File: config.mk
export PLATFORM = sky130hd
export DESIGN_NAME = display_arbiter
export DESIGN_NICKNAME = d
export VERILOG_FILES = /design/src/rtl/disp_arb_pkg.sv /design/src/rtl/display_arbiter_rr_picker.sv /design/src/rtl/display_arbiter.sv
export SDC_FILE = /design/constraint.sdc
export NUM_CORES = 1
export LEC_CHECK = 0
export ABC_AREA = 1
export ABC_CLOCK_PERIOD_IN_PS = 3100
export BUFFER_PORTS_ARGS = -buffer_cell sky130_fd_sc_hd__buf_2
export CORE_ASPECT_RATIO = 0.6
export CORE_UTILIZATION = 55
export CTS_CLUSTER_DIAMETER = 200
export CTS_CLUSTER_SIZE = 25
export DETAILED_ROUTE_END_ITERATION = 8
export MAX_ROUTING_LAYER = met4
export PLACE_DENSITY = 0.89
export SLEW_MARGIN = 10
export SYNTH_ARGS = -nofsm -noshare
export SYNTH_HDL_FRONTEND = slang
export SYNTH_HIERARCHICAL = 1
export SYNTH_SLANG_ARGS = --single-unit
File: constraint.sdc
create_clock -name clk_in -period 3.1 [get_ports clk_in]
set_input_delay 0.93 -clock clk_in [delete_from_list [all_inputs] [get_ports clk_in]]
set_output_delay 0.93 -clock clk_in [all_outputs]
set_load 0.005 [all_outputs]
File: src/rtl/disp_arb_pkg.sv
// Shared types and constants for the display arbiter: FSM state encoding and
// the widths of the result/opcode fields handed to the seven-segment driver.
package disp_arb_pkg;

    typedef enum logic {
        ST_IDLE = 1'b0,
        ST_SHOW = 1'b1
    } arb_state_e;

    localparam int RES_W = 6;
    localparam int OPC_W = 3;
    localparam logic [OPC_W-1:0] OPC_BINARY = 3'b110;

endpackage

File: src/rtl/display_arbiter_rr_picker.sv
// Combinational round-robin picker: first asserted request at or after rr_ptr,
// searching upward and wrapping.
module rr_picker #(
    parameter int NUM_REQ = 4,
    parameter int PTR_W   = 2
) (
    input  logic [NUM_REQ-1:0] req_i,
    input  logic [PTR_W-1:0]   rr_ptr_i,
    output logic               any_req_o,
    output logic [PTR_W-1:0]   winner_o,
    output logic [NUM_REQ-1:0] winner_oh_o
);

    // Walk the rotated order from lowest priority to highest so the last hit wins.
    always_comb begin
        any_req_o   = |req_i;
        winner_o    = '0;
        winner_oh_o = '0;
        for (int k = NUM_REQ - 1; k >= 0; k--) begin
            winner_o = req_i[(int'(rr_ptr_i) + k) % NUM_REQ]
                     ? PTR_W'((int'(rr_ptr_i) + k) % NUM_REQ)
                     : winner_o;
        end
        if (any_req_o) begin
            winner_oh_o = {{(NUM_REQ-1){1'b0}}, 1'b1} << winner_o;
        end else begin
            winner_oh_o = '0;
        end
    end

endmodule

File: src/rtl/display_arbiter.sv
// Round-robin arbiter sharing one seven-segment display between NUM_REQ producers,
// holding each granted value for DWELL_CYCLES. Define DISP_ARB_PREEMPT_EN to let requester 0 preempt.
module display_arbiter
    import disp_arb_pkg::*;
#(
    parameter int NUM_REQ      = 4,
    parameter int DWELL_CYCLES = 50000000,
    parameter int CNT_W        = 26
) (
    input  logic                     clk_in,
    input  logic                     reset_n,
    input  logic [NUM_REQ-1:0]       req,
    input  logic [RES_W*NUM_REQ-1:0] req_result,
    input  logic [OPC_W*NUM_REQ-1:0] req_opcode,
    output logic [NUM_REQ-1:0]       ack,
    output logic [NUM_REQ-1:0]       grant,
    output logic [RES_W-1:0]         disp_result,
    output logic [OPC_W-1:0]         disp_opcodesel,
    output logic                     busy
);

    localparam int PTR_W = $clog2(NUM_REQ);
    localparam logic [CNT_W-1:0] DWELL_RELOAD = CNT_W'(DWELL_CYCLES - 1);
`ifdef DISP_ARB_PREEMPT_EN
    localparam logic [NUM_REQ-1:0] URGENT_OH = {{(NUM_REQ-1){1'b0}}, 1'b1};
`endif

    arb_state_e         state_q, state_d;
    logic [PTR_W-1:0]   rr_ptr_q, rr_ptr_d;
    logic [CNT_W-1:0]   count_q, count_d;
    logic [NUM_REQ-1:0] ack_q, ack_d;
    logic [NUM_REQ-1:0] grant_q, grant_d;
    logic [RES_W-1:0]   res_q, res_d;
    logic [OPC_W-1:0]   opc_q, opc_d;

    logic               any_req_s;
    logic [PTR_W-1:0]   winner_s;
    logic [NUM_REQ-1:0] winner_oh_s;
    logic [PTR_W-1:0]   rr_next_s;

    rr_picker #(
        .NUM_REQ (NUM_REQ),
        .PTR_W   (PTR_W)
    ) u_picker (
        .req_i       (req),
        .rr_ptr_i    (rr_ptr_q),
        .any_req_o   (any_req_s),
        .winner_o    (winner_s),
        .winner_oh_o (winner_oh_s)
    );

    assign rr_next_s = (int'(winner_s) == NUM_REQ - 1) ? '0 : winner_s + 1'b1;

    // Next-state: arbitrate from IDLE or at the end of a dwell, otherwise count the dwell down.
    always_comb begin
        state_d  = state_q;
        rr_ptr_d = rr_ptr_q;
        count_d  = count_q;
        ack_d    = '0;
        grant_d  = grant_q;
        res_d    = res_q;
        opc_d    = opc_q;
        case (state_q)
            ST_IDLE: begin
                grant_d = '0;
                if (any_req_s) begin
                    state_d  = ST_SHOW;
                    rr_ptr_d = rr_next_s;
                    count_d  = DWELL_RELOAD;
                    ack_d    = winner_oh_s;
                    grant_d  = winner_oh_s;
                    res_d    = req_result[int'(winner_s)*RES_W +: RES_W];
                    opc_d    = req_opcode[int'(winner_s)*OPC_W +: OPC_W];
                end else begin
                    state_d = ST_IDLE;
                end
            end
            ST_SHOW: begin
`ifdef DISP_ARB_PREEMPT_EN
                // Urgent requester aborts the current dwell; rotation pointer is left alone.
                if (req[0] && !grant_q[0]) begin
                    count_d = DWELL_RELOAD;
                    ack_d   = URGENT_OH;
                    grant_d = URGENT_OH;
                    res_d   = req_result[RES_W-1:0];
                    opc_d   = req_opcode[OPC_W-1:0];
                end else
`endif
                if (count_q == '0) begin
                    if (any_req_s) begin
                        rr_ptr_d = rr_next_s;
                        count_d  = DWELL_RELOAD;
                        ack_d    = winner_oh_s;
                        grant_d  = winner_oh_s;
                        res_d    = req_result[int'(winner_s)*RES_W +: RES_W];
                        opc_d    = req_opcode[int'(winner_s)*OPC_W +: OPC_W];
                    end else begin
                        state_d = ST_IDLE;
                        grant_d = '0;
                    end
                end else begin
                    count_d = count_q - 1'b1;
                end
            end
            default: begin
                state_d = ST_IDLE;
                grant_d = '0;
            end
        endcase
    end

    // State and output registers with synchronous active-low reset.
    always_ff @(posedge clk_in) begin
        if (!reset_n) begin
            state_q  <= ST_IDLE;
            rr_ptr_q <= '0;
            count_q  <= '0;
            ack_q    <= '0;
            grant_q  <= '0;
            res_q    <= '0;
            opc_q    <= '0;
        end else begin
            state_q  <= state_d;
            rr_ptr_q <= rr_ptr_d;
            count_q  <= count_d;
            ack_q    <= ack_d;
            grant_q  <= grant_d;
            res_q    <= res_d;
            opc_q    <= opc_d;
        end
    end

    assign ack            = ack_q;
    assign grant          = grant_q;
    assign disp_result    = res_q;
    assign disp_opcodesel = opc_q;
    assign busy           = (state_q == ST_SHOW);

endmodule

# After elaboration in Yosys (flattened, before gate mapping)
# Index checks and enable logic that the tools add are counted.
# Widths: inputs -> output; s select.
# word_totals
regBits	46
inputBits	42
out_inout_bits	18
elab_cells	68
# classes
add_sub_neg	5
multipliers	2
n_lt_le_gt_ge	4
n_eq_ne	2
n_shift	3
n_mux	36
n_bitwise	4
reduce_logical	5
# op_table
operator	count
$mux 26	2
$pmux 26 s2	1
$logic_not 26->1	1
$sub 26x1->26 const B	1
$shiftx 24x6->6	1
$pmux 4 s2	2
$mux 2	7
$lt 3x4->1 const B	3
$mux 4	3
$mux 6	2
$pmux 6 s2	1
$shiftx 12x5->3	1
$mux 1	9
$bmux 1 s2	4
$mul 2x2->4 const B	2
$mux 3	2
$pmux 3 s2	1
$reduce_or 2->1	3
$add 2x1->2 const B	2
$add 2x2->2 const B	2
$pmux 2 s2	1
$reduce_or 4->1	1
$shl 1x2->4 const A	1
$and 1x1->1 const A	3
5 further kinds	5

# Logic depth before layout (Yosys ltp)
# Gate-level depths: netlist of the first run.
# logic_depth
word_depth	15
mapped_depth	16

# By module
# The synthesis of the first run kept the hierarchy.
# by_module_without_submodules
mod	n_inst	cells_each	area_per_inst_um2	seq_area_each_um2
display_arbiter	1	404	2628.8	920.9
rr_picker	1	65	280.3	0.0

# Worst setup path after synthesis of the first run
# Ideal clock, no wire load.
# synth_path
path_kind	input-to-reg
start	input req[3]
end	register opc_q[1], in the netlist disp_opcodesel[1]
arrival_time_ns	2.423
required_time_ns	3.030
setup_slack_ns	0.607
stages	14
path_buffers	2
cell_sequence	inv_1 -> nand2_1 -> nand3_1 -> nand2_1 -> nand2_1 -> nand2_1 -> nand2_1 -> inv_1 -> clkbuf_1 -> clkbuf_1 -> a21oi_1 -> a32oi_1 -> nand3_1 -> a21oi_1
# synth_via
elab_chain_len	12
elab_cells_between_ends	21
cone_classes	mul (1); shift (1); mux (18); reduce/logical (1)
# synth_rtl
element	line_no	text
start, declared	display_arbiter.sv:12	input logic [NUM_REQ-1:0] req,
$bmux 1 s2	display_arbiter_rr_picker.sv:20	winner_o = req_i[(int'(rr_ptr_i) + k) % NUM_REQ]
$mux 1 (implied by the code) (2 in series)	display_arbiter_rr_picker.sv:20	
$mux 2 (3 in series)	display_arbiter_rr_picker.sv:21	? PTR_W'((int'(rr_ptr_i) + k) % NUM_REQ)
$mux 2 (*)	display_arbiter_rr_picker.sv:21	
net winner_s[1]	display_arbiter.sv:37	logic [PTR_W-1:0] winner_s;
$mul 2x2->4 (*)	display_arbiter.sv:73, display_arbiter.sv:96	
$shiftx 12x5->3 (*)	display_arbiter.sv:73, display_arbiter.sv:96	
$mux 3 (*)	display_arbiter.sv:66, display_arbiter.sv:90	
$mux 3	display_arbiter.sv:89	if (count_q == '0) begin
$pmux 3 s2 (*)	display_arbiter.sv:63	case (state_q)
end signal, assigned	display_arbiter.sv:129	opc_q <= opc_d;
end, declared	display_arbiter.sv:34	logic [OPC_W-1:0] opc_q, opc_d;
# Mark *: on every way through the listed nets, which the timed path passes. The rest lies on a longest branch. The select of a mux whose other input is x is not followed.
# A chain may end at the register's enable or synchronous reset.

# Worst setup path after layout of the first run
# layout_path
start	register rr_ptr_q[0]
end	register rr_ptr_q[1]
# layout_via
elab_chain_len	13
elab_cells_between_ends	24
cone_classes	add/sub (4); eq/ne (1); mux (19)
# layout_rtl
element	line_no	text
start, declared	display_arbiter.sv:29	logic [PTR_W-1:0] rr_ptr_q, rr_ptr_d;
start signal, assigned	display_arbiter.sv:124	rr_ptr_q <= rr_ptr_d;
$add 2x2->2	display_arbiter_rr_picker.sv:20, display_arbiter_rr_picker.sv:21	
$bmux 1 s2	display_arbiter_rr_picker.sv:20	
$mux 1 (implied by the code) (2 in series)	display_arbiter_rr_picker.sv:20	
$mux 2 (3 in series)	display_arbiter_rr_picker.sv:21	
$mux 2 (*)	display_arbiter_rr_picker.sv:21	
net winner_s[1]	display_arbiter.sv:37	
$add 2x1->2 or $eq 2x1->1 (tied branches)	display_arbiter.sv:52	assign rr_next_s = (int'(winner_s) == NUM_REQ - 1) ? '0 : winner_s + 1'b1;
$mux 2 (*)	display_arbiter.sv:52	
net rr_next_s[1]	display_arbiter.sv:39	logic [PTR_W-1:0] rr_next_s;
$mux 2 (*)	display_arbiter.sv:66, display_arbiter.sv:90	
$mux 2	display_arbiter.sv:89	
$pmux 2 s2 (*)	display_arbiter.sv:63	
# Marks and branches as above.

==> results of run 1 <==
## area by class of cell
cell class / count / area (sq um)
Clock inverter: 3 / 21.3
Tap cell: 66 / 82.6
Clock buffer: 5 / 68.8
Multi-Input combinational cell: 362 / 1720
Sequential cell: 46 / 921
Timing Repair Buffer: 65 / 340
Inverter: 40 / 150
Fill cell: 478 / 1780
## logic make-up after synthesis
kind of cell / after synthesis / share of synthesized area [%]
and+or+nand+nor: 283 / 41.2
xor gates and xnor gates: 16 / 4.82
AOI/OAI and AO/OA: 61 / 12.3
buffers and inverters: 61 / 9.25
DFF: 46 / 31.7
adders and majority gates: 2 / 0.860
## state kept, by name, indices dropped and copies added, names as in the netlist
signal	count
disp_opcodesel	3
ack	4
grant	4
count_q	26
busy	1
rr_ptr_q	2
disp_result	6
## routing by layer
metal,vias to the layer above,global-route usage [%]
met1,1518,41.3
met4,0,8.74
li1,1619,-
met2,152,47.3
met5,-,-
met3,20,7.24
## per-stage QoR
stage | utilization, % | std cells | total power [mW]
detailed placement | 63.3 | 579 | 1.82
floorplan | - | 469 | 1.58
global route | 65.0 | 587 | 2.39
global placement | 63.3 | 579 | 1.78
finish | 65.0 | 587 | 2.21
CTS | 65.0 | 587 | 2.20
## how the worst min path moves through the flow
stage,from,end,slack (ns),depth (start not counted)
floorplan,grant[0],grant[0],0.45,2
finish,grant[3],grant[3],0.46,2
global placement,grant[3],grant[3],0.44,2
detailed placement,grant[3],grant[3],0.45,2
global route,disp_result[3],disp_result[3],0.48,2
CTS,disp_result[3],disp_result[3],0.46,2
## worst max-delay path, stage by stage (launching register included)
cell     delay, ns
dfxtp_1       0.57
inv_1         0.22
nand2_1       0.12
nand2_2       0.06
nor2_2        0.10
nand2_1       0.06
nand2_1       0.05
nand2_1       0.05
nand2_1       0.05
nand2_1       0.08
inv_1         0.48
ha_1          0.35
nand3_1       0.08
a21oi_1       0.07
## cell usage in the layout, fill, tap and decap left out, drive strengths merged
master and count:
inv 39, nand3 49, clkinv 3, xor2 8, a31oi 4, buf 65
ha 2, nor3 3, o21bai 2, nand2 135, xnor2 8, dfxtp 46
a21oi 31, nor2 85, a32oi 9, clkbuf 5, nand4 11, o21ai 15
clkinvlp 1
## power breakdown
part | leakage (nW) | switching, mW | internal [mW]
registers | 0.380 | 0.0877 | 0.697
clock network | 0.0441 | 0.226 | 0.159
logic | 1.24 | 0.649 | 0.395
==> metrics.txt, run 1 <==
outcome complete, no violations; DRT iter0 DRCs 296; max cap viols 0; initial antenna violation count 0; met1 WL ~3700 microns; CP max FO 21; Peak Freq 399 MHz; layout cells sized above 1 around 17%; Synth top area share about a third; skew final approximately 0.013 ns; period utilization between 80% and 90%; Die ar. 5590 sq um; peak supply drop roughly 0.4 mV; Post-Syn Instances 469; Pwr per Cell Area ~670 nW/um^2; # Post-CTS Setup Buffers 0; ys async rst share 0%; DR DRC count 0; Max transition margin 47.6%; Chip Height just under 60 microns; post-CTS sizing 0; crit path kind reg2reg; Yosys top cell by area dfxtp_1; via/cell ratio ~5.6; Routed wire per std cell about 14 microns; Post-Syn Area a little under 3000 sq um; CORE AREA 5080 sq um; port buffer count between 50 and 60; first-pass GRT wire length 13,000 microns; Hold Fails Final Rpt 0; H-tree Lvls 2; Worst setup SP type flip-flop; Register-to-Register Path Depth 13; hpwl dp 5960 microns; Routed WL between 8000 and 9000 microns; io pins 60; pre-CTS setup slack between 0.4 and 0.5 ns; Ant. Diodes 0; vias in the first global route ~3,000; Syn Nets 513; routed wire length on met3 roughly 750 microns; unrepaired setup endpoints after global routing no; Post-synth EDFFs 0; # clock sinks 46; cts bufs inserted 5; antenna viol nets, final 0; Final nets between 500 and 600; largest net degree at the start of global routing 26; via count around 3,300; reg2reg setup slack 0.60 ns; Clock Latency Late Sink roughly 0.31 ns; Layout area overhead 13.5%; Final min period 2.50 ns; Post-CTS Hold Buffers 0; ys flop type dfxtp_1; Worst EP arrival around 2.7 ns; element type at the critical path end flip-flop; Reg-to-Reg Start rr_ptr_q[0]; Tot GR Track Use a little under a third; Synth Register Bits 46; CTS clk-pin slew, worst paths approximately 0.10 ns; RR Endpoint rr_ptr_q[1]; synth top area cells dfxtp_1 32%, nand2_1 17%, nor2_1 10%, nand3_1 8.3%, a21oi_1 5.3%; clock buffer depth 2; Starting Density a little under three fifths; Final WS setup 0.597 ns; library cells used by synthesis 28; Die Wd 95.9 microns; post-place instance area approximately 3200 sq um; routability cong. approximately 1.0; worst-margin pin slew 0.785 ns; Worst Setup EP rr_ptr_q[1]; CP startpoint rr_ptr_q[0]; top cells by count, synth 128 x nand2_1, 81 x nor2_1, 48 x nand3_1; worst hold path class reg2reg; P_leak around 1.7 nW; CP Data Required Time 3.27 ns; gr ovfl total 0; DR WL met2 3440 microns; syn avg cell area between 6 and 7 sq um; Min Hold Slack roughly 0.46 ns; DR pass1 iterations 5; Final setup violation count 0; post-route cell area approximately 3300 sq um; site row count 20; top routing layer used met4; setup TNS 0 ns; total number of yosys warnings 6; clock tree root buffer cell clkbuf_8; fin. max-slew vios 0; most frequent cell after synthesis nand2_1; sequential cell area fraction in the yosys report about a third; CTS tree built
(Power assumes the default switching activity.)
==> run 2, diff against run 1 <==
--- a/config.mk
+++ b/config.mk
@@ -6,7 +6,7 @@
 export NUM_CORES = 1
 export LEC_CHECK = 0
 export ABC_AREA = 1
-export ABC_CLOCK_PERIOD_IN_PS = 3100
+export ABC_CLOCK_PERIOD_IN_PS = 2600
 export BUFFER_PORTS_ARGS = -buffer_cell sky130_fd_sc_hd__buf_2
 export CORE_ASPECT_RATIO = 0.6
 export CORE_UTILIZATION = 55
==> constraint.sdc (replaced) <==
create_clock -name clk_in -period 2.6 [get_ports clk_in]
set_input_delay 0.78 -clock clk_in [delete_from_list [all_inputs] [get_ports clk_in]]
set_output_delay 0.78 -clock clk_in [all_outputs]
set_load 0.005 [all_outputs]
==> run 2 against run 1 <==
  * Utilization rose by 1.1 points
  * Global-route usage rose by 0.43 points
  * Final cell count rose by 0.68%
  * Register-to-register slack got worse by 0.28 ns
  * Largest cell class unchanged
==> metrics.txt, run 2 (synthesized netlist as in run 1, its figures left out) <==
Tot GR Track Use 31.4%; post-route cell area ~3400 sq um; combinational share of power 46.6%; internal cell power around 1.6 mW; outcome complete, no violations; final core utilization around two thirds; register with the most flip-flops count_q; Final nets roughly 570; DR pass1 iterations 5; site row count 20; DR DRC count 0; commonest non-fill, non-tap cell in the layout nand2_1; period utilization between 80 and 90%; sw power approximately 1.2 mW; vias in the first global route about 2,900; via/cell ratio around 5.6; Peak Freq around 440 MHz; Chip Height a little under 60 microns; worst-margin pin slew around 0.55 ns; max cap viols 0; gr ovfl total 0; clock tree root buffer cell clkbuf_8; Hold Fails Final Rpt 0; crit path kind reg2reg; hpwl dp between 5000 and 6000 microns; Pwr per Cell Area between 800 and 900 nW/um^2; CTS clk-pin slew, worst paths roughly 0.09 ns; Final setup violation count 0; largest net degree at the start of global routing 23; setup TNS 0 ns; Routed WL 7980 microns; peak supply drop roughly 0.48 mV; clock buffer depth 2; Ant. Diodes 0; CP Data Required Time around 2.8 ns; Min Hold Slack between 0.4 and 0.5 ns; routability cong. 0.976; fin. max-slew vios 0; initial antenna violation count 0; layout cells sized above 1 18.1%; reg2reg setup slack between 0.3 and 0.4 ns; Die Wd about 96 microns; CORE AREA just over 5000 sq um; unrepaired setup endpoints after global routing no; CTS tree built; H-tree Lvls 2; max reg flops 26; Final min period 2.28 ns; Clock power frac about a fifth; port buffer count 59; via count between 3,000 and 4,000; Worst setup SP type flip-flop; first-pass GRT wire length 13,200 microns; register share of total power between 30% and 40%; Layout area overhead 15.4%; io pins 60; switching power share of the total 41.8%; worst hold path class reg2reg; Max transition margin 62.8%; Worst EP arrival approximately 2.5 ns; most frequent cells in the layout 128 x nand2_1, 81 x nor2_1, 59 x buf_2, 48 x nand3_1, 45 x dfxtp_1; post-place instance area around 3200 sq um; antenna viol nets, final 0; CP max FO 20; Starting Density between 50% and 60%; # clock sinks between 40 and 50; element type at the critical path end flip-flop; Routed wire per std cell 13.5 microns; Clock Latency Late Sink 0.31 ns; Die ar. roughly 5600 sq um; P_leak ~1.7 nW; cts bufs inserted 5; skew final approximately 0.011 ns; DRT iter0 DRCs between 300 and 400
-- run 2: final timing paths --
kind,from,to,cells after the start
min,grant[3],grant[3],2
max,rr_ptr_q[0],disp_result[5],13
max reg2reg,rr_ptr_q[0],disp_result[5],13
min reg2reg,grant[3],grant[3],2
-- run 2: layout make-up --
type                    instances  area [sq um]
multi-input cells             362          1720
repair buffers                 69           370
fillers                       446          1720
clock inverters                 3          40.0
flip-flops and latches         46           922
inverters                      40           154
clock buffers                   5          68.8
well taps                      66          82.6
-- run 2: power groups by stage --
stage          Clock [mW]  Combinational, mW  Sequential (mW)
6_report            0.542               1.29            0.932
2_1_floorplan           0              0.956            0.929
3_3_place_gp            0               1.20            0.939
5_1_grt             0.573               1.46            0.949
3_5_place_dp            0               1.25            0.943
4_1_cts             0.546               1.26            0.928
-- run 2: what timing repair did --
action | CTS | global route
setup endpoints to repair | 0 | 9
hold buffers | 0 | 0
resized for setup | 0 | 2
setup buffers | 0 | 0
-- run 2: worst max-delay path, stage by stage (launching register included) --
cell	delay [ns]
dfxtp_2	0.46
inv_1	0.17
nand2_1	0.09
nand2_1	0.09
nand2_1	0.14
nand3_1	0.11
nand2_1	0.08
nand2_1	0.09
nand2_2	0.16
buf_4	0.25
nand2_1	0.08
a32oi_1	0.20
nand3_1	0.12
a21oi_1	0.17
-- run 2: metrics by stage --
stage,power (mW),std cells,setup WS (ns)
finish,2.76,591,0.319
floorplan,1.89,469,0.257
global route,2.98,591,0.119
detailed placement,2.19,583,0.0277
CTS,2.73,591,0.129
global placement,2.14,583,0.194
-- run 2: layer usage --
layer / GRT usage, % / wire [microns]
met4: 9.81 / 89
met1: 43.4 / 3740
met2: 45.7 / 3420
met3: 7.36 / 731
met5: - / 0
